**config.mk**
```make
export PLATFORM = sky130hd
export DESIGN_NAME = systolic_feeder_flat
export DESIGN_NICKNAME = d
export VERILOG_FILES = /design/src/rtl/systolic_feeder_if.sv /design/src/rtl/systolic_feeder.sv /design/src/flat_wrapper.sv
export SDC_FILE = /design/constraint.sdc
export NUM_CORES = 1
export LEC_CHECK = 0
export CORE_MARGIN = 1
export CORE_UTILIZATION = 43
export CTS_CLUSTER_DIAMETER = 30
export DETAILED_ROUTE_END_ITERATION = 8
export PLACE_DENSITY = 0.75
export SLEW_MARGIN = 5
export SYNTH_ARGS = -nofsm -noshare
export SYNTH_HDL_FRONTEND = slang
export SYNTH_SLANG_ARGS = --single-unit
```
**constraint.sdc**
```tcl
create_clock -name clk -period 1.5 [get_ports clk]
set_input_delay 0.225 -clock clk [delete_from_list [all_inputs] [get_ports clk]]
set_output_delay 0.225 -clock clk [all_outputs]
set_load 0.03 [all_outputs]
```
**src/rtl/systolic_feeder_if.sv**
```systemverilog
// rtl/systolic_feeder_if.sv - control, memory-read and array-feed signals of systolic_feeder
interface systolic_feeder_if #(
    parameter int N      = 4,
    parameter int W      = 8,
    parameter int ADDR_W = 3
);
    logic              start;
    logic              continuous;
    logic              mem_en;
    logic [ADDR_W-1:0] addr;
    logic [N*W-1:0]    a_rdata;
    logic [N*W-1:0]    b_rdata;
    logic [N*W-1:0]    a_out;
    logic [N*W-1:0]    b_out;
    logic              valid_out;
    logic              arr_clear;
    logic              busy;
    logic              done;
    logic [7:0]        pass_cnt;

    modport master (
        output start, continuous, a_rdata, b_rdata,
        input  mem_en, addr, a_out, b_out, valid_out, arr_clear, busy, done, pass_cnt
    );

    modport slave (
        input  start, continuous, a_rdata, b_rdata,
        output mem_en, addr, a_out, b_out, valid_out, arr_clear, busy, done, pass_cnt
    );
endinterface

```
**src/rtl/systolic_feeder.sv**
```systemverilog
// rtl/systolic_feeder.sv - operand sequencer feeding skewed A/B rows into an NxN systolic array
module systolic_feeder #(
    parameter int N         = 4,
    parameter int W         = 8,
    parameter int DEPTH     = 8,
    parameter int ADDR_W    = 3,
    parameter int MEM_LAT   = 1,
    parameter int DRAIN_CYC = MEM_LAT + 1 + 3 * (N - 1)
) (
    input  logic             clk,
    input  logic             reset,
    systolic_feeder_if.slave bus
);
    localparam logic [2:0] S_IDLE  = 3'd0;
    localparam logic [2:0] S_CLEAR = 3'd1;
    localparam logic [2:0] S_FETCH = 3'd2;
    localparam logic [2:0] S_DRAIN = 3'd3;
    localparam logic [2:0] S_DONE  = 3'd4;

    localparam int                DCNT_W     = $clog2(DRAIN_CYC + 1);
    localparam logic [ADDR_W-1:0] LAST_ADDR  = ADDR_W'(DEPTH - 1);
    localparam logic [DCNT_W-1:0] LAST_DRAIN = DCNT_W'(DRAIN_CYC - 1);

    logic [2:0]         state_q, state_d;
    logic [ADDR_W-1:0]  addr_q, addr_d;
    logic [DCNT_W-1:0]  dcnt_q, dcnt_d;
    logic [7:0]         pass_q, pass_d;
    logic [MEM_LAT-1:0] vld_q;
    logic               fetch;
    logic               rd_v;

    always_comb begin
        state_d = state_q;
        addr_d  = addr_q;
        dcnt_d  = dcnt_q;
        pass_d  = pass_q;
        case (state_q)
            S_IDLE:  if (bus.start) state_d = S_CLEAR;
            S_CLEAR: state_d = S_FETCH;
            S_FETCH: begin
                if (addr_q == LAST_ADDR) begin
                    addr_d  = '0;
                    state_d = S_DRAIN;
                end else begin
                    addr_d = addr_q + 1'b1;
                end
            end
            S_DRAIN: begin
                if (dcnt_q == LAST_DRAIN) begin
                    dcnt_d  = '0;
                    state_d = S_DONE;
                end else begin
                    dcnt_d = dcnt_q + 1'b1;
                end
            end
            S_DONE: begin
                pass_d  = pass_q + 8'd1;
                state_d = bus.continuous ? S_CLEAR : S_IDLE;
            end
            default: state_d = S_IDLE;
        endcase
    end

    always_ff @(posedge clk) begin
        if (reset) begin
            state_q <= S_IDLE;
            addr_q  <= '0;
            dcnt_q  <= '0;
            pass_q  <= '0;
        end else begin
            state_q <= state_d;
            addr_q  <= addr_d;
            dcnt_q  <= dcnt_d;
            pass_q  <= pass_d;
        end
    end

    assign fetch        = (state_q == S_FETCH);
    assign bus.mem_en   = fetch;
    assign bus.addr     = addr_q;
    assign bus.arr_clear = (state_q == S_CLEAR);
    assign bus.busy     = (state_q != S_IDLE);
    assign bus.done     = (state_q == S_DONE);
    assign bus.pass_cnt = pass_q;

    // Tracks which cycles the memory outputs carry a row requested during FETCH.
    always_ff @(posedge clk) begin
        if (reset) begin
            vld_q <= '0;
        end else begin
            vld_q[0] <= fetch;
            for (int j = 1; j < MEM_LAT; j++) begin
                vld_q[j] <= vld_q[j-1];
            end
        end
    end

    assign rd_v = vld_q[MEM_LAT-1];

    // Stage 0 is the shared input register; lane gi adds gi more stages, with its own valid.
    for (genvar gi = 0; gi < N; gi++) begin : g_lane
        logic [W-1:0] a_pipe_q [0:gi];
        logic [W-1:0] b_pipe_q [0:gi];
        logic         v_pipe_q [0:gi];

        always_ff @(posedge clk) begin
            if (reset) begin
                for (int j = 0; j <= gi; j++) begin
                    a_pipe_q[j] <= '0;
                    b_pipe_q[j] <= '0;
                    v_pipe_q[j] <= 1'b0;
                end
            end else begin
                a_pipe_q[0] <= rd_v ? bus.a_rdata[gi*W +: W] : '0;
                b_pipe_q[0] <= rd_v ? bus.b_rdata[gi*W +: W] : '0;
                v_pipe_q[0] <= rd_v;
                for (int j = 1; j <= gi; j++) begin
                    a_pipe_q[j] <= a_pipe_q[j-1];
                    b_pipe_q[j] <= b_pipe_q[j-1];
                    v_pipe_q[j] <= v_pipe_q[j-1];
                end
            end
        end

        assign bus.a_out[gi*W +: W] = v_pipe_q[gi] ? a_pipe_q[gi] : '0;
        assign bus.b_out[gi*W +: W] = v_pipe_q[gi] ? b_pipe_q[gi] : '0;

        if (gi == 0) begin : g_valid
            assign bus.valid_out = v_pipe_q[0];
        end
    end
endmodule

```
**src/flat_wrapper.sv**
```systemverilog
// flat-port wrapper written by rule: the top's interface ports become plain ports
module systolic_feeder_flat 
#(
    parameter int N         = 4,
    parameter int W         = 8,
    parameter int DEPTH     = 8,
    parameter int ADDR_W    = 3,
    parameter int MEM_LAT   = 1,
    parameter int DRAIN_CYC = MEM_LAT + 1 + 3 * (N - 1)
)
  (clk, reset, bus_start, bus_continuous, bus_a_rdata, bus_b_rdata, bus_mem_en, bus_addr, bus_a_out, bus_b_out, bus_valid_out, bus_arr_clear, bus_busy, bus_done, bus_pass_cnt);
  systolic_feeder_if #(.N(N), .W(W), .ADDR_W(ADDR_W)) bus_i ();
  input  logic clk;
  input  logic reset;
  input wire logic [$bits(bus_i.start)-1:0] bus_start;
  input wire logic [$bits(bus_i.continuous)-1:0] bus_continuous;
  input wire logic [$bits(bus_i.a_rdata)-1:0] bus_a_rdata;
  input wire logic [$bits(bus_i.b_rdata)-1:0] bus_b_rdata;
  output wire logic [$bits(bus_i.mem_en)-1:0] bus_mem_en;
  output wire logic [$bits(bus_i.addr)-1:0] bus_addr;
  output wire logic [$bits(bus_i.a_out)-1:0] bus_a_out;
  output wire logic [$bits(bus_i.b_out)-1:0] bus_b_out;
  output wire logic [$bits(bus_i.valid_out)-1:0] bus_valid_out;
  output wire logic [$bits(bus_i.arr_clear)-1:0] bus_arr_clear;
  output wire logic [$bits(bus_i.busy)-1:0] bus_busy;
  output wire logic [$bits(bus_i.done)-1:0] bus_done;
  output wire logic [$bits(bus_i.pass_cnt)-1:0] bus_pass_cnt;
  assign bus_i.start = bus_start;
  assign bus_i.continuous = bus_continuous;
  assign bus_i.a_rdata = bus_a_rdata;
  assign bus_i.b_rdata = bus_b_rdata;
  assign bus_mem_en = bus_i.mem_en;
  assign bus_addr = bus_i.addr;
  assign bus_a_out = bus_i.a_out;
  assign bus_b_out = bus_i.b_out;
  assign bus_valid_out = bus_i.valid_out;
  assign bus_arr_clear = bus_i.arr_clear;
  assign bus_busy = bus_i.busy;
  assign bus_done = bus_i.done;
  assign bus_pass_cnt = bus_i.pass_cnt;
  systolic_feeder #(.N(N), .W(W), .DEPTH(DEPTH), .ADDR_W(ADDR_W), .MEM_LAT(MEM_LAT), .DRAIN_CYC(DRAIN_CYC)) u_core (.clk(clk), .reset(reset), .bus(bus_i));
endmodule
```
# == Word-level counts from Yosys, hierarchy flattened ==
# Memories as Yosys holds them, arrays and structs flattened.
# Index checks and enable logic that the tools add are counted.
# word_totals
ff_bits,19
mem_bits_rw,170
inputBits,68
elab_cells,121
mem_count,12
# memory_table
memory,words,word_bits,rd,rd_ports_with_merged_regs,write_ports,line_no,source
u_core.g_lane[3].a_pipe_q,4,8,4,0,4,systolic_feeder.sv:102,logic [W-1:0] a_pipe_q [0:gi];
u_core.g_lane[3].b_pipe_q,4,8,4,0,4,systolic_feeder.sv:103,logic [W-1:0] b_pipe_q [0:gi];
u_core.g_lane[2].a_pipe_q,3,8,3,0,3,systolic_feeder.sv:102,
u_core.g_lane[2].b_pipe_q,3,8,3,0,3,systolic_feeder.sv:103,
u_core.g_lane[1].a_pipe_q,2,8,2,0,2,systolic_feeder.sv:102,
u_core.g_lane[1].b_pipe_q,2,8,2,0,2,systolic_feeder.sv:103,
+6 memories,--,--,--,--,--,--,
# op_classes
add_sub_neg,3
n_eq_ne,9
mux,59
bitwise,27
n_reduce_logical,6
# ops
cell,count
8-bit 2-to-1 mux,36
1-bit OR,27
1-bit 2-to-1 mux,17
8-bit OR reduction,2
3-bit case mux with 5 select lines,1
3-bit 2-to-1 mux,4
8-bit by 1-bit adder with 8-bit output (second input constant),1
3-bit by 2-bit == test with 1-bit output (second input constant),2
3-bit == test (second input constant),2
4-bit by 1-bit adder with 4-bit output (second input constant),1
4-bit == test (second input constant),1
4-bit 2-to-1 mux,1
2-bit by 1-bit != test with 1-bit output (second input constant),2
3-bit by 1-bit adder with 3-bit output (second input constant),1
3-bit by 1-bit == test with 1-bit output (second input constant),1
3-bit zero test,1
3-bit AND reduction,1
3-bit nonzero test,1
2-bit != test (second input constant),1
1-bit OR reduction,1

# == Depth between registers and ports, before layout ==
# Gate-level depths: netlist of run 1.
# depth
depth_word,3
depth_mapped,6
depth_no_buf,5

# == Least setup slack after synthesis of run 1 ==
# OpenSTA, ideal clock, no wires.
# synth_path
path_type,reg2out
start,register u_core.state_q[1]
end,output bus_arr_clear
arrival_ns,1.246
t_required_ns,1.275
setup_slack_ns,0.029
stages_incl_launch_ff,3
n_path_buf,1
cell_sequence,dfxtp_1 > clkbuf_1 > nor3b_1
# synth_between
elab_chain_cells,1
# synth_lines
element,line_no,source
start: declaration,systolic_feeder.sv:24,"logic [2:0] state_q, state_d;"
start signal: assignment,systolic_feeder.sv:71,state_q <= state_d;
3-bit by 1-bit == test with 1-bit output,systolic_feeder.sv:81,assign bus.arr_clear = (state_q == S_CLEAR);
end: declaration,flat_wrapper.sv:24,output wire logic [$bits(bus_i.arr_clear)-1:0] bus_arr_clear;
# No other way between the ends.

# == Worst setup path in the final report of run 1 ==
# layout_path
start,register u_core.state_q[0]
end,output bus_done
# layout_between
elab_chain_cells,1
# layout_lines
element,line_no,source
3-bit == test,systolic_feeder.sv:83,assign bus.done = (state_q == S_DONE);
end: declaration,flat_wrapper.sv:26,output wire logic [$bits(bus_i.done)-1:0] bus_done;
# No other way between the ends.

==> flow_summary.ini, run 1 <==
[place]
gp_congestion = 0.726
placed_area_mm2 = 0.00716
dpl.hpwl_um = 6860
portBuffers = 147
dp_worst_setup_slack_ps = -93.1

[drt]
wl_per_cell_um = 12.0
viasPerCell = 4.30
firstDrtPassIters = 4
ant_nets = 0
vias = 3686
drt_iter0_drc = 115
drc_errors = 0
wl_um = 10300

[sta]
max_freq_mhz = 595
rsz0062_at_grt = yes
maxSlewViolCount = 0
worstMarginPinSlew_ps = 431
skew_ps = 5.13
period_minus_slack_ps = 1680
hold_violations = 0
setup_viol = 8
hold-worst-slack_ps = 147
setup_ws_ps = -179
period_share_pct = 112
slew-limit-headroom_pct = 70.9

[power_and_ir_drop]
power.density_mw_per_mm2 = 1200
p_sw_share_pct = 20.9
p_leak_nw = 3.35
p_int_mw = 7.49
pwr-share-clk_pct = 42.9
p_comb_share_pct = 4.9
ir_drop_mv = 0.756
power_switching_mw = 1.98
fin_total_pwr_mw = 9.48
seq_power_share_pct = 52.2

[worst_setup_path]
path_class = flip-flop to primary output
cp_max_fo = 2
r2r.worst_path.cells = 6
rr_endpoint = u_core.bus.pass_cnt[3]
critPathCaptureType = primary output
start_kind = flip-flop
r2r_slack_ps = -140
worst_ep_required_time_ps = 1270
crit_arrival_ps = 1450
r2r_start = u_core.state_q[0]

[synth]
synth_top_area_cell = dfxtp_1
synth_nets = 584
synth-edff-count = 0
syn_avg_cell_area_um2 = 11.0
synth_top_area_share_pct = 64.8
yosysWarnings = 0
synth_cell_types = 29
synthCells = 513
synth_area_mm2 = 0.00566
ys_top_cells_by_area = dfxtp_1 65%, and2_1 14%, nor2b_1 11%
ys_seq_area_share_pct = 64.8
async_flop_share_pct = 0
ys_seq_elements = 183
yosys_most_used_dff = dfxtp_1

[clock_tree]
cts_tree = yes
clkSlewWorstSetupHoldPaths_ps = 60
htreeDepth = 4
numCtsBuffers = 17
insertion_delay_ps = 410
clockBufferDepth = 2
root_buffer = clkbuf_16
cts_sinks = 183

[grt]
grt_pass1_vias = 3443
grt_pass1_wl_um = 16100
antenna_found_initial = 0
grtUsageTotal_pct = 15.8
grt_max_degree = 67
grt-ovfl-total = 0

[finish]
final_common_cell = dfxtp_1
diodes = 0
drive_above_1_share_pct = 20.6
final_cell_mix = 176 x dfxtp_1, 128 x and2_1, 101 x nor2b_1, 76 x buf_4, 66 x clkdlybuf4s50_1
fin_nets = 743
area_growth_syn_to_layout_pct = 39.5
fin_area_mm2 = 0.00789

[die]
die-area_mm2 = 0.0136
coreArea_mm2 = 0.0127
pin_count = 148
die_w_um = 117
initial_core_util_pct = 44.5
fp-row-count = 41
die_h_um = 117

[worst_hold_path]
hold_depth = 2
hp-start = reset
holdCritPathClass = primary input to flip-flop
hold_end = u_core.rd_v

[outcome]
status = finished, violations left
violations = negative setup slack

[run]
cap_violations = 0
[cell families after synthesis]
family	count (synthesis)	synth area share, %
XOR/XNOR	7	1.08
adder cells (fa/ha/maj)	3	0.664
multiplexers	1	0.177
AND/OR/NAND/NOR	275	29.6
AO/OA/AOI/OAI	15	1.42
flip-flops	183	64.8
buffers and inverters	29	2.30
[registers in the layout (all words and copies together) (netlist names)]
name	flops
u_core.bus.addr	3
u_core.bus.pass_cnt	8
u_core.dcnt_q	4
u_core.g_lane.a_pipe_q	80
u_core.g_lane.b_pipe_q	80
u_core.g_lane.v_pipe_q	4
u_core.rd_v	1
u_core.state_q	3
[Yosys cell counts (2+ instances only)]
| cell | instances |
|---|---|
| inv_1 | 2 |
| dfxtp_1 | 183 |
| nor3b_1 | 2 |
| or3_1 | 3 |
| nor2_1 | 13 |
| nor2b_1 | 102 |
| nor3_1 | 4 |
| xor2_1 | 3 |
| nand2_1 | 8 |
| clkbuf_8 | 2 |
| nand3_1 | 4 |
| ha_1 | 3 |
| nand3b_1 | 2 |
| or3_2 | 2 |
| nand4_1 | 3 |
| clkbuf_1 | 23 |
| and2_1 | 128 |
| xnor2_1 | 4 |
| a21oi_1 | 9 |
| o21ai_0 | 4 |
[worst max-delay path, cell delays in order (launching register included)]
cell	delay [ps]
dfxtp_2	330
buf_6	110
or3b_4	410
inv_4	70
buf_6	120
[worst max-delay path by stage]
stage	from	end	slack, ps	cells after the start
after floorplan	u_core.state_q[1]	bus_arr_clear	30	2
after global placement	u_core.state_q[2]	bus_busy	-100	2
after detailed placement	u_core.state_q[2]	bus_busy	-90	2
after CTS	u_core.state_q[2]	bus_busy	-250	2
after global routing	u_core.state_q[0]	bus_done	-230	4
final	u_core.state_q[0]	bus_done	-180	4
[layout make-up]
| type | count | area, um^2 |
|---|---|---|
| fill | 1066 | 4830 |
| sequential | 183 | 3680 |
| multi-input combinational | 301 | 1930 |
| timing repair buffer | 166 | 1500 |
| clock buffer | 22 | 484 |
| tap | 172 | 215 |
| clock inverter | 10 | 70.1 |
| inverter | 3 | 13.8 |
[through the flow]
stage	util [%]	setup TNS [ps]	instances
2_1_floorplan	-	0	513
6_report	62.0	-753	857
4_1_cts	61.6	-588	854
3_5_place_dp	56.3	-213	814
5_1_grt	62.0	-1220	857
3_3_place_gp	56.3	-96.0	814
[power by group through the flow]
stage          registers, mW  clock network (mW)  logic (mW)
2_1_floorplan           5.06                   0       0.165
3_3_place_gp            5.06                   0       0.407
3_5_place_dp            5.06                   0       0.414
4_1_cts                 4.95                4.17       0.453
5_1_grt                 4.95                4.40       0.498
6_report                4.95                4.07       0.461
[what timing repair did]
item	CTS	global route
setup endpoints to repair	85	32
hold endpoints to repair	0	0
gates resized for setup	42	14
setup buffers	8	4
hold buffers	0	0
pin swaps	6	7
[routing by layer]
layer  global-route usage [%]  vias up  routed length [um]
li1                         -     1898                   -
met1                     16.7     1661                4160
met2                     27.7      105                5300
met3                     5.55       22                 574
met4                     8.69        0                 244
met5                        0        -                   0
No activity file was read; power rests on OpenSTA's default activity.
==> run 2, diff against run 1 <==
--- a/config.mk
+++ b/config.mk
@@ -7,7 +7,7 @@
 export LEC_CHECK = 0
 export CORE_MARGIN = 1
 export CORE_UTILIZATION = 43
-export CTS_CLUSTER_DIAMETER = 30
+export CTS_CLUSTER_DIAMETER = 200
 export DETAILED_ROUTE_END_ITERATION = 8
 export PLACE_DENSITY = 0.75
 export SLEW_MARGIN = 5
==> results of run 2 <==
The final DEF is identical to that of run 1; final timing and power are the same.
